<file path="config.mk">
export PLATFORM = sky130hd
export DESIGN_NAME = clk_div_prog
export DESIGN_NICKNAME = d
export VERILOG_FILES = /design/src/rtl/clk_div_pkg.sv /design/src/rtl/clk_div_chan.sv /design/src/rtl/clk_div_prog.sv
export SDC_FILE = /design/constraint.sdc
export NUM_CORES = 1
export LEC_CHECK = 0
export CAP_MARGIN = 20
export CORE_MARGIN = 4
export CORE_UTILIZATION = 30
export CTS_CLUSTER_SIZE = 8
export DETAILED_ROUTE_END_ITERATION = 12
export PLACE_DENSITY = 0.51
export SYNTH_ARGS = -nofsm -noshare
export SYNTH_HDL_FRONTEND = slang
export SYNTH_HIERARCHICAL = 1
export SYNTH_SLANG_ARGS = --single-unit
</file>
<file path="constraint.sdc">
create_clock -name in_clk -period 3.2 [get_ports in_clk]
set_input_delay 0.64 -clock in_clk [delete_from_list [all_inputs] [get_ports in_clk]]
set_output_delay 0.64 -clock in_clk [all_outputs]
set_load 0.02 [all_outputs]
</file>
<file path="src/rtl/clk_div_pkg.sv">
//------------------------------------------------------------------------------
// Module   : clk_div_pkg
// Brief    : Shared defaults and divisor/high-time sanitising for clk_div_prog.
// Revision : 1.0
//------------------------------------------------------------------------------
`default_nettype none

package clk_div_pkg;

    localparam int unsigned CNT_W_DEF = 8;
    localparam int unsigned DIV_DEF   = 5;
    localparam int unsigned HI_DEF    = 2;

    // Evaluated at 32 bits so any channel width can share these helpers.
    function automatic logic [31:0] sanitise_div(input logic [31:0] div);
        return (div < 32'd2) ? 32'd2 : div;
    endfunction

    function automatic logic [31:0] sanitise_hi(input logic [31:0] div,
                                                input logic [31:0] hi);
        logic [31:0] d;
        logic [31:0] h;
        d = sanitise_div(div);
        h = (hi == 32'd0) ? 32'd1 : hi;
        if (h >= d) begin
            h = d - 32'd1;
        end
        return h;
    endfunction

endpackage

`default_nettype wire

</file>
<file path="src/rtl/clk_div_chan.sv">
//------------------------------------------------------------------------------
// Module   : clk_div_chan
// Brief    : One programmable divider channel with shadowed settings and tick.
// Revision : 1.0
//------------------------------------------------------------------------------
`default_nettype none

module clk_div_chan
    import clk_div_pkg::*;
#(
    parameter int unsigned CNT_W   = CNT_W_DEF,
    parameter int unsigned DEF_DIV = DIV_DEF,
    parameter int unsigned DEF_HI  = HI_DEF
) (
    input  logic             in_clk,
    input  logic             reset,
    input  logic             en,
    input  logic [CNT_W-1:0] div_i,
    input  logic [CNT_W-1:0] hi_i,
    input  logic             load,
    output logic             out_clk,
    output logic             tick,
    output logic             pend
);

    localparam logic [0:0]       S_IDLE = 1'b0;
    localparam logic [0:0]       S_RUN  = 1'b1;
    localparam logic [CNT_W-1:0] c_ONE  = {{(CNT_W-1){1'b0}}, 1'b1};

    logic [0:0]       r_state;
    logic [0:0]       w_state_nxt;
    logic             w_run;

    logic [CNT_W-1:0] r_cnt;
    logic [CNT_W-1:0] r_div_act;
    logic [CNT_W-1:0] r_hi_act;
    logic [CNT_W-1:0] r_div_sh;
    logic [CNT_W-1:0] r_hi_sh;
    logic             r_pend;
    logic             r_out;
    logic             r_tick;

    logic             w_wrap;
    logic             w_restart;
    logic             w_apply;
    logic [CNT_W-1:0] w_hi_eff;
    logic [CNT_W-1:0] w_cnt_nxt;

    always_ff @(posedge in_clk) begin
        if (reset) begin
            r_state <= S_IDLE;
        end else begin
            r_state <= w_state_nxt;
        end
    end

    always_comb begin
        w_state_nxt = S_IDLE;
        if (en) begin
            w_state_nxt = S_RUN;
        end
    end

    always_comb begin
        w_run = 1'b0;
        if (r_state == S_RUN) begin
            w_run = 1'b1;
        end
    end

    // A new period starts on the wrap edge or when leaving idle; pending
    // settings are only ever swapped in at such a boundary (or while idle).
    assign w_wrap    = w_run && (r_cnt == (r_div_act - c_ONE));
    assign w_restart = !w_run || w_wrap;
    assign w_apply   = r_pend && w_restart;
    assign w_hi_eff  = w_apply ? r_hi_sh : r_hi_act;

    always_comb begin
        w_cnt_nxt = '0;
        if (en && !w_restart) begin
            w_cnt_nxt = r_cnt + c_ONE;
        end
    end

    always_ff @(posedge in_clk) begin
        if (reset) begin
            r_cnt     <= '0;
            r_out     <= 1'b0;
            r_tick    <= 1'b0;
            r_pend    <= 1'b0;
            r_div_act <= CNT_W'(DEF_DIV);
            r_hi_act  <= CNT_W'(DEF_HI);
            r_div_sh  <= CNT_W'(DEF_DIV);
            r_hi_sh   <= CNT_W'(DEF_HI);
        end else begin
            r_cnt  <= w_cnt_nxt;
            r_out  <= en && (w_cnt_nxt < w_hi_eff);
            r_tick <= en && (w_cnt_nxt == '0);
            if (w_apply) begin
                r_div_act <= r_div_sh;
                r_hi_act  <= r_hi_sh;
            end
            if (load) begin
                r_div_sh <= CNT_W'(sanitise_div(32'(div_i)));
                r_hi_sh  <= CNT_W'(sanitise_hi(32'(div_i), 32'(hi_i)));
                r_pend   <= 1'b1;
            end else if (w_apply) begin
                r_pend <= 1'b0;
            end
        end
    end

    assign out_clk = r_out;
    assign tick    = r_tick;
    assign pend    = r_pend;

endmodule

`default_nettype wire

</file>
<file path="src/rtl/clk_div_prog.sv">
//------------------------------------------------------------------------------
// Module   : clk_div_prog
// Brief    : Multi-channel programmable integer clock divider with tick strobes.
// Revision : 1.0
//------------------------------------------------------------------------------
`default_nettype none

module clk_div_prog
    import clk_div_pkg::*;
#(
    parameter int unsigned NUM_CH  = 2,
    parameter int unsigned CNT_W   = CNT_W_DEF,
    parameter int unsigned DEF_DIV = DIV_DEF,
    parameter int unsigned DEF_HI  = HI_DEF
) (
    input  logic                    in_clk,
    input  logic                    reset,
    input  logic [NUM_CH-1:0]       en,
    input  logic [NUM_CH*CNT_W-1:0] div_i,
    input  logic [NUM_CH*CNT_W-1:0] hi_i,
    input  logic [NUM_CH-1:0]       load,
    output logic [NUM_CH-1:0]       out_clk,
    output logic [NUM_CH-1:0]       tick,
    output logic [NUM_CH-1:0]       pend
);

    for (genvar k = 0; k < NUM_CH; k++) begin : g_ch
        clk_div_chan #(
            .CNT_W   (CNT_W),
            .DEF_DIV (DEF_DIV),
            .DEF_HI  (DEF_HI)
        ) u_chan (
            .in_clk  (in_clk),
            .reset   (reset),
            .en      (en[k]),
            .div_i   (div_i[k*CNT_W +: CNT_W]),
            .hi_i    (hi_i[k*CNT_W +: CNT_W]),
            .load    (load[k]),
            .out_clk (out_clk[k]),
            .tick    (tick[k]),
            .pend    (pend[k])
        );
    end

endmodule

`default_nettype wire

</file>
==> reports/results.ini <==
[floorplanning]
io_pins=44
die_w_um=141.2
die_y_um=141.2
core_area_sq_um=17360
fp.dieArea_sq_um=19940
rows=48
initial_core_util_pct=30.67

[sta]
hold_violations=0
max_freq_mhz=288.5
setup_ws_ps=-266.3
finalCritPeriodShare_pct=108.3
setup_viol_count_final=1
rsz0062_at_grt=true
drv_slew=0
fin_skew_ps=9.230
slew_headroom_pct=40.72
worst_slew_pin_slew_ps=886.4
fin_crit_ps=3466

[routing]
drc=0
drt-vias-per-instance=4.954
drtIter0Drc=311
wire_per_inst_um=14.32
vias=4771
drt-total-wl_um=13790
dr.pass1.iters=4
antenna_left=0

[worst_setup_path]
r2r_slack_ps=-270
r2r_end=g_ch[0].u_chan/out_clk
required_ps=3460
path_class=reg -> reg
reg2regPathDepth=15
arrival_ps=3730
r2r-start=g_ch[0].u_chan/r_div_act[0]
cp_max_fo=6
startpoint_type=flip-flop
endpoint_kind=flip-flop

[cts]
clock_path_buffers=2
cts_tree=done
h-tree-depth=3
cts_sinks=88
cts-root-buf=clkbuf_16
clk_latency_ps=330
numCtsBuffers=9
worst_setup_hold_path_clk_slew_ps=70

[cells_and_area]
final_area_sq_um=7406
antenna_cells=0
fillers=1656
post-route-util_pct=42.67
synthToLayoutAreaGrowth_pct=39.11
num-nets-final=809
layout_common_cells=buf_4, dfxtp_1, nor2_1
multi_input_area_sq_um=3677
regArea_sq_um=1767
final_layout_size_suffix_gt1_share_pct=29.67
layout_commonest_cell=buf_4

[hold_path]
hold_path.startpoint=g_ch[0].u_chan/r_div_sh[0]
holdPathStages=2
min_path_type=reg -> reg
hold_end=g_ch[0].u_chan/r_div_sh[0]

[synthesis]
ys.flop_type=dfxtp_1
syn-cell-area_sq_um=5324
yosys_register_bits=88
synthAdderAreaFrac_pct=8.461
synthesis.nets=689
synth_top_family_by_area=simple AND/OR/NAND/NOR gates
synth_edf_count=0
ys_types=64
ys_seq_area_share_pct=33.09
synth_compound_area_share_pct=17.58
synth_cells=615
synthSimpleGateAreaFrac_pct=20.87
syn_avg_cell_area_sq_um=8.657
synthXorXnorAreaFrac_pct=7.239
muxShareOfSynthArea_pct=6.533
ys_async_sr_fraction_pct=0
yosys_warnings=6

[grt]
grt_pass1_vias=4852
grt_usage_pct=14.18
grt_start_max_net_pins=29
grt_pass1_wl_um=23560
overflow=0
antenna_found_initial=0

[placed_design]
dpl.hpwl_um=10450
place_congestion=0.8541
io_buffers=43
placed_cell_area_sq_um=6496

[power]
p_clk_share_pct=36.3
power.share.combinational_pct=22.4
ir_drop_mv=0.2770
p_sw_share_pct=26.08
switching_power_w=0.0007487
p_int_w=0.002122
pwr_density_cell_nw_per_um2=387.6
power_frac_seq_pct=41.4
leakage_nw=3.063

[job]
cap_violations=0

[outcome]
run_status=finished, violations left
violations=negative setup slack

==> power by group through the flow <==
stage                     registers, W  logic (W)  clock network (W)
after detailed placement       0.00121   0.000535                  0
after global placement         0.00121   0.000521                  0
after CTS                      0.00118   0.000602            0.00106
after global routing           0.00119   0.000705            0.00112
final                          0.00119   0.000643            0.00104
after floorplan                0.00121   0.000312                  0
==> state kept, by name (all words and copies together) (netlist names) <==
signal                 flops
g_ch.u_chan/r_state        2
g_ch.u_chan/r_div_act     16
g_ch.u_chan/r_cnt         16
g_ch.u_chan/tick           2
g_ch.u_chan/r_hi_act      16
g_ch.u_chan/pend           2
g_ch.u_chan/r_hi_sh       16
g_ch.u_chan/r_div_sh      16
g_ch.u_chan/out_clk        2
==> stage by stage <==
step | std cells | total power, W | hold slack [ps] | setup TNS (ps) | setup slack [ps]
final | 963 | 0.002870 | 488.3 | -266.3 | -266.3
after global routing | 963 | 0.003016 | 507.0 | -452.3 | -422.0
after CTS | 957 | 0.002851 | 492.9 | -380.1 | -380.1
after detailed placement | 923 | 0.001742 | 476.3 | -9707 | -643.3
after global placement | 923 | 0.001727 | 474.3 | -9058 | -612.1
after floorplan | 615 | 0.001518 | 448.6 | -405.3 | -247.0
==> cells in the mapped netlist (all sizes together) (8+ instances only) <==
library cell / count / area (sq um)
nand3: 33 / 165.2
nor4: 9 / 77.57
buf: 15 / 98.84
ha: 36 / 450.4
and2: 8 / 52.55
nor2: 66 / 247.7
a21bo: 13 / 130.1
dfxtp: 88 / 1762
o21ai: 13 / 68.82
a21oi: 31 / 155.2
xnor2: 23 / 201.4
clkbuf: 28 / 105.1
and3: 15 / 95.09
nand2: 18 / 67.56
xor2: 21 / 183.9
a2111oi: 10 / 125.1
mux2i: 31 / 310.3
nand2b: 19 / 118.9
nor3: 19 / 95.09
a311o: 8 / 80.08
inv: 34 / 127.6
o211ai: 8 / 60.06
==> final cells by class <==
type	count	share of cell area (%)
Inverter	34	1.723
Clock inverter	3	0.5744
Tap cell	225	3.801
Multi-Input combinational cell	450	49.65
Clock buffer	11	3.413
Timing Repair Buffer	152	16.98
Sequential cell	88	23.86
==> critical path: stages, from the launching register on <==
cell and delay, ps:
dfxtp_2 320, inv_2 70, ha_4 130, or3b_4 370, or4_4 430, a2111oi_4 380
o2111ai_4 230, buf_6 190, a21bo_1 180, and2_4 150, ha_4 250, nand3_4 100
nor2_4 40, a2111oi_4 330, o21ai_1 110, a31oi_1 130
==> logic make-up (layout without fill, tap and decap cells) <==
family	count (synthesis)	in the layout
AND/OR/NAND/NOR	214	214
AO/OA/AOI/OAI	122	122
flip-flops	88	88
buffers and inverters	77	200
XOR/XNOR	44	44
adder cells (fa/ha/maj)	36	36
multiplexers	34	34
==> per-layer routing <==
metal / GRT usage, % / vias to the layer above / wire length (um)
li1: - / 2428 / -
met1: 19.98 / 2254 / 6974
met2: 22.42 / 70 / 6240
met3: 2.035 / 19 / 324
met4: 4.335 / 0 / 252
met5: 0 / - / 0
==> timing repair <==
item / in CTS / in global routing
hold buffers: 0 / 0
endpoints found under the hold margin: 0 / 0
pin swaps: 37 / 31
buffers inserted: 19 / 6
setup endpoints to repair: 18 / 18
gates cloned: 1 / 0
gates resized for setup: 63 / 41
==> how the worst max path moves through the flow <==
| stage | cells past startpoint | to | slack, ps | start |
|---|---|---|---|---|
| final | 15 | g_ch[0].u_chan/out_clk | -270 | g_ch[0].u_chan/r_div_act[0] |
| after detailed placement | 14 | g_ch[1].u_chan/r_hi_sh[1] | -640 | div_i[12] |
| after floorplan | 15 | g_ch[0].u_chan/out_clk | -250 | g_ch[0].u_chan/r_div_act[0] |
| after global placement | 12 | g_ch[0].u_chan/r_hi_sh[4] | -610 | div_i[3] |
| after global routing | 15 | g_ch[0].u_chan/out_clk | -420 | g_ch[0].u_chan/r_div_act[0] |
| after CTS | 15 | g_ch[0].u_chan/out_clk | -380 | g_ch[0].u_chan/r_div_act[1] |
(Power assumes the default switching activity.)
